`src/rtl/mem_wb_writeback_pkg.sv`:
```
// -----------------------------------------------------------------------------
// mem_wb_writeback_pkg
// Shared constants for the MEM/WB writeback stage:
//   - bit positions inside the writeback control bus ({RegWrite, MemtoReg})
//   - load-size encodings carried in load_type[1:0]
//   - halt-retirement FSM state encodings
// -----------------------------------------------------------------------------
package mem_wb_writeback_pkg;

    // Writeback control bus bit positions
    localparam int WB_REGWRITE = 1;
    localparam int WB_MEMTOREG = 0;

    // load_type[1:0] size encodings; load_type[2] = 1 selects zero extension
    localparam logic [1:0] LD_BYTE = 2'b00;
    localparam logic [1:0] LD_HALF = 2'b01;
    localparam logic [1:0] LD_WORD = 2'b11;

    // Halt-retirement FSM states
    localparam logic [1:0] ST_RUN       = 2'b00;
    localparam logic [1:0] ST_HALT_PEND = 2'b01;
    localparam logic [1:0] ST_HALTED    = 2'b10;

endpackage

```
`src/rtl/mem_wb_writeback_if.sv`:
```
// -----------------------------------------------------------------------------
// mem_wb_writeback_if
// Bundles the MEM-stage inputs, the debug handshake and the register-file
// write port of the writeback stage.
//   master : the MEM stage / debug unit side (drives in_*, debug_resume)
//   slave  : the writeback stage (drives RegWrite, write_register,
//            write_data, halted, retired_count)
// Handshake: in_valid qualifies every in_* field on the sampling edge; there
// is no back-pressure, so a valid beat is consumed on the edge it is seen
// unless the halt FSM is outside RUN, in which case it is dropped.
// -----------------------------------------------------------------------------
interface mem_wb_writeback_if #(
    parameter int len_data   = 32,
    parameter int num_bits   = 5,
    parameter int len_wb_bus = 2,
    parameter int len_cnt    = 32
);
    logic                  in_valid;
    logic [len_data-1:0]   in_alu_result;
    logic [len_data-1:0]   in_mem_data;
    logic [num_bits-1:0]   in_write_register;
    logic [len_wb_bus-1:0] in_writeBack_bus;
    logic [2:0]            in_load_type;
    logic                  in_link;
    logic [len_data-1:0]   in_pc_link;
    logic                  in_halt_flag_d;
    logic                  debug_resume;

    logic                  RegWrite;
    logic [num_bits-1:0]   write_register;
    logic [len_data-1:0]   write_data;
    logic                  halted;
    logic [len_cnt-1:0]    retired_count;

    modport master (
        output in_valid, in_alu_result, in_mem_data, in_write_register,
               in_writeBack_bus, in_load_type, in_link, in_pc_link,
               in_halt_flag_d, debug_resume,
        input  RegWrite, write_register, write_data, halted, retired_count
    );

    modport slave (
        input  in_valid, in_alu_result, in_mem_data, in_write_register,
               in_writeBack_bus, in_load_type, in_link, in_pc_link,
               in_halt_flag_d, debug_resume,
        output RegWrite, write_register, write_data, halted, retired_count
    );
endinterface

```
`src/rtl/mem_wb_writeback_load_extender.sv`:
```
// -----------------------------------------------------------------------------
// mem_wb_writeback_load_extender
// Purely combinational load-width extraction with sign/zero extension.
// Memory is big-endian: byte offset 0 is the most significant lane.
// Ports:
//   word      in   raw 32-bit word read from data memory
//   offset    in   byte offset (address bits 1:0)
//   load_type in   bit2 unsigned, bits1:0 size (00 byte, 01 half, 11 word)
//   ext_data  out  extracted and extended value
// -----------------------------------------------------------------------------
module mem_wb_writeback_load_extender
    import mem_wb_writeback_pkg::*;
#(
    parameter int len_data = 32
) (
    input  logic [len_data-1:0] word,
    input  logic [1:0]          offset,
    input  logic [2:0]          load_type,
    output logic [len_data-1:0] ext_data
);
    logic [7:0]  byte_lane;
    logic [15:0] half_lane;
    logic        is_unsigned;

    assign is_unsigned = load_type[2];

    always_comb begin
        byte_lane = 8'h00;
        case (offset)
            2'd0:    byte_lane = word[31:24];
            2'd1:    byte_lane = word[23:16];
            2'd2:    byte_lane = word[15:8];
            default: byte_lane = word[7:0];
        endcase
        // offset[0] is deliberately ignored: a misaligned half reads the
        // aligned half that contains it, no exception is raised.
        half_lane = offset[1] ? word[15:0] : word[31:16];
    end

    always_comb begin
        ext_data = word;
        case (load_type[1:0])
            LD_BYTE: ext_data = {{(len_data-8){byte_lane[7] & ~is_unsigned}}, byte_lane};
            LD_HALF: ext_data = {{(len_data-16){half_lane[15] & ~is_unsigned}}, half_lane};
            default: ext_data = word;   // LD_WORD (and unused 2'b10)
        endcase
    end
endmodule

```
`src/rtl/mem_wb_writeback.sv`:
```
// -----------------------------------------------------------------------------
// mem_wb_writeback
// MEM/WB latch and writeback logic of the MIPS core. All state updates on the
// falling edge of clk so the decode stage can write the register file in the
// following half cycle.
// Ports:
//   clk        in   system clock, state updates on negedge
//   reset      in   synchronous active-high reset, sampled on negedge
//   bus        slave modport of mem_wb_writeback_if (MEM inputs, debug
//              resume, register-file write port, halted, retired_count)
//   state_dbg  out  current halt-retirement FSM state
// Build option: define RETIRE_COUNT_EN to build the retired-instruction
// counter; otherwise retired_count is tied to 0.
// -----------------------------------------------------------------------------
module mem_wb_writeback
    import mem_wb_writeback_pkg::*;
#(
    parameter int len_data   = 32,
    parameter int num_bits   = 5,
    parameter int len_wb_bus = 2,
    parameter int len_cnt    = 32
) (
    input  logic                   clk,
    input  logic                   reset,
    mem_wb_writeback_if.slave      bus,
    output logic [1:0]             state_dbg
);
    logic [1:0]          state_q;
    logic [1:0]          state_next;
    logic                reg_write_q;
    logic [num_bits-1:0] write_register_q;
    logic [len_data-1:0] write_data_q;
    logic [len_data-1:0] load_data;
    logic [len_data-1:0] wb_data;
    logic                accept;
    logic                wants_write;

    mem_wb_writeback_load_extender #(.len_data(len_data)) u_load_extender (
        .word      (bus.in_mem_data),
        .offset    (bus.in_alu_result[1:0]),
        .load_type (bus.in_load_type),
        .ext_data  (load_data)
    );

    // A beat is only consumed while running; HALT_PEND and HALTED drop it.
    assign accept = (state_q == ST_RUN) && bus.in_valid;

    // The halt slot retires (counts) but never writes; $0 is never written.
    assign wants_write = bus.in_writeBack_bus[WB_REGWRITE]
                       && (bus.in_write_register != '0)
                       && !bus.in_halt_flag_d;

    always_comb begin
        wb_data = bus.in_alu_result;
        if (bus.in_link)
            wb_data = bus.in_pc_link;
        else if (bus.in_writeBack_bus[WB_MEMTOREG])
            wb_data = load_data;
    end

    always_comb begin
        state_next = state_q;
        case (state_q)
            ST_RUN:       if (bus.in_valid && bus.in_halt_flag_d) state_next = ST_HALT_PEND;
            ST_HALT_PEND: state_next = ST_HALTED;
            // Only resume is looked at here, so a coincident halt flag is
            // not re-sampled and resume wins.
            ST_HALTED:    if (bus.debug_resume) state_next = ST_RUN;
            default:      state_next = ST_RUN;
        endcase
    end

    always_ff @(negedge clk) begin
        if (reset) begin
            state_q          <= ST_RUN;
            reg_write_q      <= 1'b0;
            write_register_q <= '0;
            write_data_q     <= '0;
        end else begin
            state_q <= state_next;
            if (accept) begin
                reg_write_q      <= wants_write;
                write_register_q <= bus.in_write_register;
                write_data_q     <= wb_data;
            end else begin
                // Bubbles and halted cycles keep index/data for debug visibility.
                reg_write_q <= 1'b0;
            end
        end
    end

`ifdef RETIRE_COUNT_EN
    logic [len_cnt-1:0] retired_q;

    // Wraps silently; frozen outside RUN because accept requires RUN.
    always_ff @(negedge clk) begin
        if (reset)
            retired_q <= '0;
        else if (accept)
            retired_q <= retired_q + 1'b1;
    end

    assign bus.retired_count = retired_q;
`else
    assign bus.retired_count = '0;
`endif

    assign bus.RegWrite       = reg_write_q;
    assign bus.write_register = write_register_q;
    assign bus.write_data     = write_data_q;
    assign bus.halted         = (state_q == ST_HALTED);
    assign state_dbg          = state_q;
endmodule
```
`src/flat_wrapper.sv`:
```
// flat-port wrapper written by rule: the top's interface ports become plain ports
module mem_wb_writeback_flat import mem_wb_writeback_pkg::*;
#(
    parameter int len_data   = 32,
    parameter int num_bits   = 5,
    parameter int len_wb_bus = 2,
    parameter int len_cnt    = 32
)
  (clk, reset, state_dbg, bus_in_valid, bus_in_alu_result, bus_in_mem_data, bus_in_write_register, bus_in_writeBack_bus, bus_in_load_type, bus_in_link, bus_in_pc_link, bus_in_halt_flag_d, bus_debug_resume, bus_RegWrite, bus_write_register, bus_write_data, bus_halted, bus_retired_count);
  mem_wb_writeback_if #(.len_data(len_data), .num_bits(num_bits), .len_wb_bus(len_wb_bus), .len_cnt(len_cnt)) bus_i ();
  input  logic clk;
  input  logic reset;
  output logic [1:0] state_dbg;
  input wire logic [$bits(bus_i.in_valid)-1:0] bus_in_valid;
  input wire logic [$bits(bus_i.in_alu_result)-1:0] bus_in_alu_result;
  input wire logic [$bits(bus_i.in_mem_data)-1:0] bus_in_mem_data;
  input wire logic [$bits(bus_i.in_write_register)-1:0] bus_in_write_register;
  input wire logic [$bits(bus_i.in_writeBack_bus)-1:0] bus_in_writeBack_bus;
  input wire logic [$bits(bus_i.in_load_type)-1:0] bus_in_load_type;
  input wire logic [$bits(bus_i.in_link)-1:0] bus_in_link;
  input wire logic [$bits(bus_i.in_pc_link)-1:0] bus_in_pc_link;
  input wire logic [$bits(bus_i.in_halt_flag_d)-1:0] bus_in_halt_flag_d;
  input wire logic [$bits(bus_i.debug_resume)-1:0] bus_debug_resume;
  output wire logic [$bits(bus_i.RegWrite)-1:0] bus_RegWrite;
  output wire logic [$bits(bus_i.write_register)-1:0] bus_write_register;
  output wire logic [$bits(bus_i.write_data)-1:0] bus_write_data;
  output wire logic [$bits(bus_i.halted)-1:0] bus_halted;
  output wire logic [$bits(bus_i.retired_count)-1:0] bus_retired_count;
  assign bus_i.in_valid = bus_in_valid;
  assign bus_i.in_alu_result = bus_in_alu_result;
  assign bus_i.in_mem_data = bus_in_mem_data;
  assign bus_i.in_write_register = bus_in_write_register;
  assign bus_i.in_writeBack_bus = bus_in_writeBack_bus;
  assign bus_i.in_load_type = bus_in_load_type;
  assign bus_i.in_link = bus_in_link;
  assign bus_i.in_pc_link = bus_in_pc_link;
  assign bus_i.in_halt_flag_d = bus_in_halt_flag_d;
  assign bus_i.debug_resume = bus_debug_resume;
  assign bus_RegWrite = bus_i.RegWrite;
  assign bus_write_register = bus_i.write_register;
  assign bus_write_data = bus_i.write_data;
  assign bus_halted = bus_i.halted;
  assign bus_retired_count = bus_i.retired_count;
  mem_wb_writeback #(.len_data(len_data), .num_bits(num_bits), .len_wb_bus(len_wb_bus), .len_cnt(len_cnt)) u_core (.clk(clk), .reset(reset), .bus(bus_i), .state_dbg(state_dbg));
endmodule
```
`config.mk`:
```
export PLATFORM = sky130hd
export DESIGN_NAME = mem_wb_writeback_flat
export DESIGN_NICKNAME = d
export VERILOG_FILES = /design/src/rtl/mem_wb_writeback_pkg.sv /design/src/rtl/mem_wb_writeback_if.sv /design/src/rtl/mem_wb_writeback_load_extender.sv /design/src/rtl/mem_wb_writeback.sv /design/src/flat_wrapper.sv
export SDC_FILE = /design/constraint.sdc
export NUM_CORES = 1
export LEC_CHECK = 0
export BUFFER_PORTS_ARGS = -buffer_cell sky130_fd_sc_hd__buf_2
export CORE_ASPECT_RATIO = 0.75
export CORE_MARGIN = 4
export CORE_UTILIZATION = 39
export CTS_BUF_LIST = sky130_fd_sc_hd__clkbuf_16
export CTS_CLUSTER_SIZE = 14
export DETAILED_ROUTE_END_ITERATION = 6
export GPL_ROUTABILITY_DRIVEN = 0
export GPL_TIMING_DRIVEN = 1
export PLACE_DENSITY = 0.81
export SYNTH_ARGS = -nofsm -noshare
export SYNTH_HDL_FRONTEND = slang
export SYNTH_SLANG_ARGS = --single-unit
```
`constraint.sdc`:
```
create_clock -name clk -period 1.8 [get_ports clk]
set_clock_uncertainty 0.15 [all_clocks]
set_input_delay 0.09 -clock clk [delete_from_list [all_inputs] [get_ports clk]]
set_output_delay 0.09 -clock clk [all_outputs]
set_load 0.02 [all_outputs]
```
=== Yosys cells after proc, flatten, opt, wreduce, memory -nomap -nowiden ===
Cells that the tools add are included.

* RAM bits: 0
* Memories: 0
* Input bits: 112
* Memory bits (read-only): 0
* Output and inout bits: 73
* Word-level logic and storage cells: 34
* Bits in latches: 0
* Register bits after elaboration: 40

* Bitwise gates (word level): 4
* Equality and inequality tests: 7
* Reduce and logical (&&, ||, !) cells: 11
* Magnitude comparators: 0
* Add/sub/neg operators: 0
* Muxes and demuxes: 8
* Div/mod/pow operators: 0
* $mul: 0
* Shift operators: 0

{| class="wikitable"
|+ Operator list
! kind !! number
|-
| $mux 32 || 2
|-
| $pmux 32 s2 || 1
|-
| $pmux 8 s3 || 1
|-
| $mux 16 || 1
|-
| $eq 2x1->1 const B || 3
|-
| $logic_not 2->1 || 3
|-
| $pmux 2 s3 || 1
|-
| $reduce_bool 5->1 || 1
|-
| $eq 2x2->1 const B || 2
|-
| $logic_and 1x1->1 || 4
|-
| $mux 2 || 2
|-
| $ne 2x2->1 const B || 2
|-
| $and 1x1->1 || 2
|-
| $not 1->1 || 2
|-
| $reduce_and 2->1 || 1
|-
| $reduce_or 2->1 || 1
|-
| $logic_not 1->1 || 1
|}

=== Longest topological paths before layout ===
Gate-level depths: netlist of run 1.

* Depth in word-level cells: 6
* Gate-level depth with buffers: 7
* Gate-level depth less buffers: 4

=== Hierarchy ===
A second synthesis of run 1 with hierarchy kept.

* Cells, all modules: 353
* Area, all modules: 3123.0 um^2

{| class="wikitable"
|+ By module, submodules not included
! module !! area an instance (um^2) !! cells an instance !! instances
|-
| mem_wb_writeback || 2336.0 || 246 || 1
|-
| mem_wb_writeback_load_extender || 787.0 || 107 || 1
|}

==> impl_results.md, run 1 <==
- Outcome: finished with violations
- Failing checks: setup timing
- Via count: 4416
- DR DRC count: 0
- Pwr/cell area: 700 mW/mm²
- Cells after DPL: 660
- Sequential power share: 0.269
- Setup CP Type: in -> reg
- IO Count: 185
- Iter 0 DRT Violations: 546
- Hold crit path type: reg -> reg
- Ant diodes: 0
- Final Power: 3.92 mW
- FF+latch area: 853 µm²
- Gr usage total: 0.292
- Share of the synthesized area in the top cell type: 0.271
- WL final: 15.4 mm
- Final max-slew violation count: 0
- Full die area: 0.00906 mm²
- CP arrival: 1330 ps
- Clock Power Share: 0.361
- Area delta synth->final: 89.1%
- Layout Cells excl Fill: 742
- Worst-case reg-to-reg path depth: 7
- Root Buffer: clkbuf_16
- Internal: 2.46 mW
- Syn Inst Count: 366
- Unrepaired setup endpoints after global routing: true
- Vias in the first global route: 4203
- Fraction of layout instances using a drive strength above 1: 0.582
- Count of final hold-check violations: 0
- Distinct cells, synth: 63
- Clk_lat worst skew: 350 ps
- Worst hold path cell count: 2
- Avg Synthesized Cell Area: 8.08 µm²
- Max cap viols: 0
- Clock slew at reported path FFs: 40 ps
- # port buffers: 152
- Yosys warns: 0
- Register bit count reported by yosys: 40
- Cell Rows: 27
- Max transition margin: 0.547
- Routed vias/inst: 5.95
- Final setup viols: 74
- WL per Instance: 20.7 µm
- Pin count of the biggest net entering global routing: 19
- Initial Util: 0.402
- 1st-pass router iterations: 7
- Number of synthesized flops with an enable pin: 0
- Core area: 0.00736 mm²
- Ys async rst share: 0
- Layout Utilization: 0.760
- Global-route wire length before repair: 21.1 mm
- Post-DP HPWL: 9.27 mm
- H-tree Lvls: 2
- ANT nets after route: 0
- Leakage: 2.67 nW
- Min Hold Slack: 312 ps
- Switch Pwr: 1.46 mW
- CP endpoint kind: flop
- Layout Nets: 753
- Multi-input gate area in the final layout: 0.00218 mm²
- Logic pwr share: 0.371
- Synth top area cells: dfxtp_1 27%, buf_4 8.9%, o21ai_0 5.8%
- Sink Count: 40
- Gr ovfl total: 0
- Die W: 109 µm
- Startpoint Class: input port
- Most frequent cell after synthesis: dfxtp_1
- Sequential area share after synthesis: 0.271
- Post-Syn Area: 0.00296 mm²
- CP required: 960 ps
- # hold bufs at CTS: 0
- Chip height: 83.4 µm
- Yosys top cell by area: dfxtp_1
- Maximum vdd ir drop: 426 µV
- Setup tns final: -16180 ps
- TritonCTS buffer count: 5
- CTS tree: done
- Final WS setup: -367 ps
- Filler Cells Inserted: 481
- Clock buffer depth: 2
- Top cells by count, synth: 40 x dfxtp_1, 35 x buf_4, 34 x o21ai_0
- Antenna violations before repair: 0
- Net Sw Frac: 0.373
- Slew @ Worst Pin: 679 ps
- CP max FO: 8
- Main synth FF type: dfxtp_1
[power groups by stage]
stage / registers [mW] / clock network, mW / logic [mW]
3_5_place_dp: 1.03 / 0.139 / 1.03
2_1_floorplan: 1.12 / 0.139 / 0.546
6_report: 1.05 / 1.41 / 1.45
3_3_place_gp: 1.03 / 0.139 / 1.01
4_1_cts: 1.05 / 1.40 / 1.27
5_1_grt: 1.06 / 1.55 / 1.52
[cell type report]
class / count / area share
clock buffer: 5 / 0.0224
clock inverter: 42 / 0.0329
inverter: 7 / 0.00537
tap: 101 / 0.0226
multi-input combinational: 282 / 0.389
sequential: 40 / 0.153
timing repair buffer: 265 / 0.375
[placed cells by master (no fill, tap or decap), types with 3 or more instances in the layout]
cell       synthesis  routed
a211oi_1           5       3
a21oi_1           17      15
a21oi_2            2       4
a221o_1           15      15
a221oi_2           1       3
a222oi_1           4       4
a22o_1             3       3
a311oi_1           5       4
buf_12             0       9
buf_2             11     104
buf_4             35      92
buf_6              3      55
buf_8              0       4
clkbuf_16          0       5
conb_1             1      32
dfxtp_2            0      39
inv_1              7      46
mux2i_1           12      11
nand2_1           22      18
nand2b_1           4       4
nor2_1            23      21
nor3_1             6       3
o211ai_1           6       6
o21ai_0           34      12
o21ai_1            2      16
o21ai_2            0       8
o221ai_1           4       4
o22ai_1           14      14
o32ai_1           13       3
o32ai_2            2      11
or3_1             10       9
[metrics by stage]
step | setup slack (ps) | cell area [µm²]
2_1_floorplan | -507 | 3200
3_3_place_gp | -795 | 4250
3_5_place_dp | -810 | 4250
4_1_cts | -308 | 5300
5_1_grt | -394 | 5600
6_report | -367 | 5600
[sequential cells by signal (all words and copies together) (netlist names)]
signal / count
u_core.state_dbg: 2
u_core.bus.write_register: 5
u_core.bus.RegWrite: 1
u_core.bus.write_data: 32
[layer usage]
metal,up-vias,global-route usage,share of wire,wire [µm]
met5,-,0,0,0
met4,0,0.119,0.047,723
met3,85,0.0940,0.12,1860
met2,378,0.454,0.46,7040
met1,2055,0.370,0.37,5770
li1,1898,-,-,-
[worst paths after layout]
check	startpoint	endpoint	slack (ps)
min	u_core.bus.write_register[1]	u_core.bus.write_register[1]	310
max	bus_in_valid	u_core.bus.write_data[12]	-370
min reg2reg	u_core.bus.write_register[1]	u_core.bus.write_register[1]	310
max reg2reg	u_core.state_dbg[0]	u_core.bus.write_data[12]	-160
[critical path, stage by stage]
cell and delay [ps]:
buf_6 70, or3b_4 390, buf_8 160, buf_12 130, or3_1 310, o21ai_1 110, a311oi_1 70
[timing repair]
| item | CTS | global route |
|---|---|---|
| pin swaps | 24 | 17 |
| gates cloned | 1 | 0 |
| endpoints found under the setup margin | 74 | 74 |
| endpoints found under the hold margin | 0 | 0 |
| setup buffers | 22 | 15 |
| resized for setup | 178 | 47 |
[kinds of logic after synthesis]
group | Yosys count | synth area share
muxes | 14 | 0.0520
other | 1 | 0.00127
AOI/OAI and AO/OA | 148 | 0.366
buffers and inverters | 75 | 0.152
and+or+nand+nor | 88 | 0.159
DFF | 40 | 0.271
Power figures use the tool's default switching activity.
==> run 2, diff against run 1 <==
- ABC_AREA: not set -> 1
- CORE_UTILIZATION: 39 -> 41
- CTS_CLUSTER_SIZE: 14 -> 8
- PLACE_DENSITY: 0.81 -> 0.82
==> run 2 against run 1 <==
The flow still finishes with violations (setup timing). Clock-buffer cell count stayed put. Sequential power hardly changed. Global-route usage is 3.4 points lower. Wire length is 11% lower. Sequential share of layout area is 0.075 points higher. Worst setup slack better by 75 ps. Final cell count is 14% higher. Flip-flop and latch count stayed put. Clock power hardly changed. Combinational power is 12% lower. Cell area is 0.78% lower. Critical path type is now reg -> out. Critical endpoint is now bus_halted. Largest cell class unchanged.
==> impl_results.md, run 2 <==
- Die W: 111 µm (+1.9%)
- CP required: 1560 ps (+600 ps)
- ANT nets after route: 0 (unchanged)
- # port buffers: 152 (unchanged)
- Count of final hold-check violations: 0 (unchanged)
- Clock slew at reported path FFs: 50 ps (about the same)
- 1st-pass router iterations: 5 (-2)
- Share of the synthesized area in the top cell type: 0.247 (-0.0237)
- Adder-Cell Fraction of Synth Area: 0 (unchanged)
- Iter 0 DRT Violations: 389 (-29%)
- TritonCTS buffer count: 5 (unchanged)
- Global Route met1 Usage: 0.308 (-0.0617)
- Max cap viols: 0 (unchanged)
- Final setup viols: 72 (-2.7%)
- Maximum vdd ir drop: 430 µV (+0.97%)
- Post-synthesis xor/xnor area fraction: 0 (unchanged)
- Core area: 0.00750 mm² (+1.8%)
- Gr usage total: 0.258 (-0.0341)
- Commonest non-fill, non-tap cell in the layout: nand2_1
- Met3 Usage GRT: 0.0784 (-0.0156)
- Via count: 4318 (-2.2%)
- Vias in the first global route: 4281 (+1.9%)
- Outcome: finished with violations
- Reg2Reg Capture Point: u_core.bus.write_register[4]
- Hold crit path type: reg -> reg
- Register bit count reported by yosys: 40 (unchanged)
- GR Util met2: 0.436 (-0.0176)
- Top Usage Layer GRT: met2
- Leakage: 2.89 nW (+8.4%)
- Setup CP Type: reg -> out
- Startpoint Class: flop
- DR DRC count: 0 (unchanged)
- Worst-case reg-to-reg path depth: 7 (unchanged)
- Clock buffer depth: 2 (unchanged)
- Cell Rows: 27 (unchanged)
- Most frequent cell after synthesis: nand2_1
- IO Count: 185 (unchanged)
- # hold bufs at CTS: 0 (unchanged)
- H-tree Lvls: 2 (unchanged)
- Routed vias/inst: 5.10 (-14%)
- Antenna violations before repair: 1 (+1)
- Yosys warns: 0 (unchanged)
- Full die area: 0.00941 mm² (+3.9%)
- Fraction of layout instances using a drive strength above 1: 0.518 (-0.0638)
- WL final: 13.7 mm (-11%)
- Number of synthesized flops with an enable pin: 0 (unchanged)
- Clk_lat worst skew: 360 ps (about the same)
- CP endpoint kind: output pin
- Commonest non-fill, non-tap cells in the layout: 123 x nand2_1, 108 x buf_2, 69 x nor2_1
- Layout Nets: 857 (+14%)
- Post-Syn Area: 0.00324 mm² (+9.6%)
- Top cells by count, synth: 171 x nand2_1, 80 x a21oi_1, 72 x nor2_1
- Global-route wire length before repair: 20.2 mm (-4.1%)
- Synth top area cells: dfxtp_1 25%, nand2_1 20%, a21oi_1 12%
- Initial Util: 0.432 (+0.0306)
- Flop2flop setup slack: 330 ps (+490 ps)
- Synth Area in Simple Gates: 0.371 (+0.212)
- Worst hold path cell count: 2 (unchanged)
- Gr ovfl total: 0 (unchanged)
- Failing checks: setup timing
- Hold Startpoint: u_core.bus.write_data[22]
- Main synth FF type: dfxtp_1
- Final max-slew violation count: 0 (unchanged)
- Area delta synth->final: 71.2%
- Final WS setup: -293 ps (+74.6 ps)
- WL per Instance: 16.1 µm (-22%)
- Post-DP HPWL: 8.96 mm (-3.4%)
- CP arrival: 1850 ps (+520 ps)
- Hold path endpoint: u_core.bus.write_data[22]
- Root Buffer: clkbuf_16
- Yosys top cell by area: dfxtp_1
- Syn Inst Count: 524 (+43%)
- Filler Cells Inserted: 582 (+21%)
- Pwr/cell area: 663 mW/mm² (-5.4%)
- Avg Synthesized Cell Area: 6.19 µm² (-23%)
- CTS tree: done
- Number of flip-flops under the largest register name: 32 (unchanged)
- Compound-Gate Fraction of Synth Area: 0.191 (-0.175)
- Chip height: 85.0 µm (+1.9%)
- Worst r2r src: u_core.state_dbg[1]
- Distinct cells, synth: 32 (-49%)
- Post-synthesis mux area share: 0 (-0.0520)
- Sequential area share after synthesis: 0.247 (-0.0237)
- Sink Count: 40 (unchanged)
- Min Hold Slack: 318 ps (+6.07 ps)
- Pin count of the biggest net entering global routing: 35 (+16)
- Layout Utilization: 0.740 (-0.0195)
- CP max FO: 4 (-4)
- Final Power: 3.68 mW (-6.1%)
- Main combinational cell family by area after synthesis: simple AND/OR/NAND/NOR gates
- Setup tns final: -11680 ps (+4500 ps)
- Unrepaired setup endpoints after global routing: true
- Ys async rst share: 0 (unchanged)
==> run 2: worst max path at each step <==
stage	from	to	slack, ps	depth (start not counted)
CTS	u_core.state_dbg[0]	bus_halted	-290	2
global placement	bus_in_alu_result[0]	u_core.bus.write_data[17]	-500	10
finish	u_core.state_dbg[0]	bus_halted	-290	2
floorplan	bus_in_load_type[0]	u_core.bus.write_data[16]	-300	10
global route	u_core.state_dbg[1]	bus_halted	-320	3
detailed placement	bus_in_alu_result[0]	u_core.bus.write_data[23]	-550	10
==> run 2: cells by family after synthesis <==
group | after synthesis
other | 1
flip-flops | 40
buffers and inverters | 89
AO/OA/AOI/OAI | 115
AND/OR/NAND/NOR | 279
==> run 2: layout make-up <==
class	instances	area (µm²)	area share
Clock inverter	42	184	0.0331
Sequential cell	40	851	0.153
Inverter	23	111	0.0201
Tap cell	101	126	0.0228
Timing Repair Buffer	209	1710	0.308
Clock buffer	5	125	0.0225
Antenna cell	1	2.50	0.000451
Multi-Input combinational cell	426	2440	0.440
==> run 2: metal layers <==
metal / up-vias / wire [µm]
li1: 2069 / -
met1: 1987 / 5500
met2: 227 / 6650
met3: 35 / 1150
met4: 0 / 369
met5: - / 0
==> run 2: timing repair <==
action	CTS	global route
pin swaps	24	43
cloned	3	0
setup endpoints to repair	73	73
resized for setup	193	90
setup buffers	13	9
==> run 2: per-stage QoR <==
step / std cells / instance area (µm²) / setup WS, ps
6_report: 847 / 5550 / -293
5_1_grt: 847 / 5550 / -322
4_1_cts: 841 / 5220 / -289
3_5_place_dp: 780 / 4140 / -548
3_3_place_gp: 780 / 4140 / -499
2_1_floorplan: 555 / 3410 / -302
==> run 2: power by group <==
part,internal [mW],switching [mW]
clock,0.762,0.617
sequential,0.975,0.0515
combinational,0.564,0.709
total,2.30,1.38
==> run 2: critical path: stages, from the launching register on <==
cell,delay [ps]
dfxtp_2,340
nor2_4,120
buf_6,120
==> run 3, diff against run 2 <==
- BUFFER_PORTS_ARGS: -buffer_cell sky130_fd_sc_hd__buf_2 -> not set
- CORE_UTILIZATION: 41 -> 58
- DONT_BUFFER_PORTS: not set -> 1
- PLACE_DENSITY: 0.82 -> 0.8
==> run 3 against run 2 <==
Non-clock buffer count fell by 179. Die area fell by 27%. Global-route usage rose by 4.4 points. Critical endpoint unchanged. Wire length fell by 19%. The run still ends with setup timing left.
==> impl_results.md, run 3 (synthesis results as in run 2) <==
- IO Count: 185 (unchanged)
- Max cap viols: 0 (unchanged)
- Number of flip-flops under the largest register name: 32 (unchanged)
- Cell Rows: 23 (-15%)
- Layout Nets: 679 (-21%)
- CP arrival: 1800 ps (-50 ps)
- Post-DP HPWL: 7.72 mm (-14%)
- CP endpoint kind: output pin
- Full die area: 0.00686 mm² (-27%)
- Commonest non-fill, non-tap cell in the layout: nand2_1
- CP Cell Sequence: nor2_4
- Instance count on the critical path: 1 (-1)
- WL per Instance: 17.3 µm (+7.2%)
- # hold bufs at CTS: 0 (unchanged)
- 1st-pass router iterations: 5 (unchanged)
- Area delta synth->final: 23.3%
- WL final: 11.1 mm (-19%)
- Vias in the first global route: 3458 (-19%)
- CP Capture Point: bus_halted
- CP max-delay cell: dfxtp_4
- Final max-slew violation count: 0 (unchanged)
- Post-layout instance area: 0.00400 mm² (-28%)
- Setup CP Type: reg -> out
- Outcome: finished with violations
- Crit path buf inv count: 0 (-1)
- CTS tree: done
- Worst r2r src: u_core.state_dbg[0]
- Routed vias/inst: 5.66 (+11%)
- CP delay by family, top: flip-flops
- Maximum vdd ir drop: 514 µV (+20%)
- CP max FO: 3 (-1)
- Core area: 0.00538 mm² (-28%)
- Initial Util: 0.603 (+0.170)
- Global-route wire length before repair: 16.1 mm (-20%)
- Filler Cells Inserted: 433 (-26%)
- Gr ovfl total: 0 (unchanged)
- CP max stage delay: 350 ps (about the same)
- Final Power: 3.18 mW (-14%)
- Failing checks: setup timing
- Reg2Reg Capture Point: u_core.bus.write_data[15]
- Clock buffer depth: 2 (unchanged)
- Commonest non-fill, non-tap cells in the layout: 146 x nand2_1, 70 x nor2_1, 68 x a21oi_1
- Multi-input gate area in the final layout: 0.00220 mm² (-9.7%)
- Gr usage total: 0.302 (+0.0443)
- FF+latch area: 948 µm² (+11%)
- Placed Area: 0.00319 mm² (-23%)
- H-tree Lvls: 2 (unchanged)
- # port buffers: 0 (-100%)
- Worst-case reg-to-reg path depth: 7 (unchanged)
- Ant diodes: 0 (-1)
- CP required: 1560 ps (about the same)
- Die W: 94.3 µm (-15%)
- ANT nets after route: 0 (unchanged)
- TritonCTS buffer count: 5 (unchanged)
- Count of final hold-check violations: 0 (unchanged)
- Hold crit path type: reg -> reg
- Chip height: 72.8 µm (-14%)
- Antenna violations before repair: 0 (-1)
- Final WS setup: -236 ps (+56.3 ps)
- Iter 0 DRT Violations: 303 (-22%)
- Sink Count: 40 (unchanged)
- Pin count of the biggest net entering global routing: 40 (+14%)
- Clock slew at reported path FFs: 50 ps (about the same)
- Startpoint Class: flop
- Final setup viols: 48 (-33%)
- Via count: 3638 (-16%)
- Unrepaired setup endpoints after global routing: true
- Pwr/cell area: 795 mW/mm² (+20%)
- Flop2flop setup slack: 270 ps (-60 ps)
- Root Buffer: clkbuf_16
- Leakage: 1.96 nW (-32%)
- Fraction of layout instances using a drive strength above 1: 0.282 (-0.236)
- DR DRC count: 0 (unchanged)
- Clk_lat worst skew: 360 ps (about the same)
- Critical path origin: u_core.state_dbg[0]
run 3: changes by cell type in the layout (fill, tap and decap cells not counted), sizes merged:
cell      before  now
nand3         25   26
diode          1    0
inv           61   62
clkbuf         5    7
buf          209   28
clkinvlp       0    1
clkinv         3    2
run 3: worst min-delay path by stage:
stage                                           end  cells past startpoint  slack (ps)                       from
after floorplan           u_core.bus.write_data[22]                      2         390  u_core.bus.write_data[22]
after global placement          u_core.state_dbg[1]                      2         360        u_core.state_dbg[0]
after detailed placement        u_core.state_dbg[1]                      2         370        u_core.state_dbg[0]
after CTS                 u_core.bus.write_data[18]                      2         360  u_core.bus.write_data[18]
after global routing      u_core.bus.write_data[27]                      2         380  u_core.bus.write_data[27]
final                     u_core.bus.write_data[10]                      2         360  u_core.bus.write_data[10]
run 3: where the power goes:
group | switching, mW | internal, mW
Clock | 0.652 | 0.778
Combinational | 0.407 | 0.261
Sequential | 0.130 | 0.953
Total | 1.19 | 1.99
run 3: area by class of cell:
cell class                      count  area share
Multi-Input combinational cell    427       0.551
Sequential cell                    40       0.237
Timing Repair Buffer               30      0.0842
Clock inverter                     43      0.0488
Clock buffer                        5      0.0313
Inverter                           23      0.0238
Tap cell                           75      0.0235
run 3: timing repair:
action / in CTS / in global routing
gates cloned: 1 / 2
buffers inserted: 1 / 2
gates resized for setup: 86 / 62
pin swaps: 1 / 16
endpoints found under the setup margin: 58 / 67
run 3: metrics by stage:
step / utilization / hold WS, ps / setup WS (ps) / cells / setup TNS (ps)
6_report: 0.743 / 361 / -236 / 643 / -3540
5_1_grt: 0.743 / 378 / -282 / 643 / -5600
4_1_cts: 0.687 / 362 / -245 / 639 / -3490
3_5_place_dp: 0.593 / 368 / -449 / 590 / -12350
3_3_place_gp: 0.593 / 357 / -371 / 590 / -10780
2_1_floorplan: - / 388 / -302 / 555 / -8130
run 3: routing by layer:
layer | global-route usage | part of all wire | vias to the layer above
li1 | - | - | 1713
met1 | 0.342 | 0.35 | 1622
met2 | 0.498 | 0.47 | 254
met3 | 0.130 | 0.13 | 49
met4 | 0.133 | 0.039 | 0
met5 | 0 | 0 | -
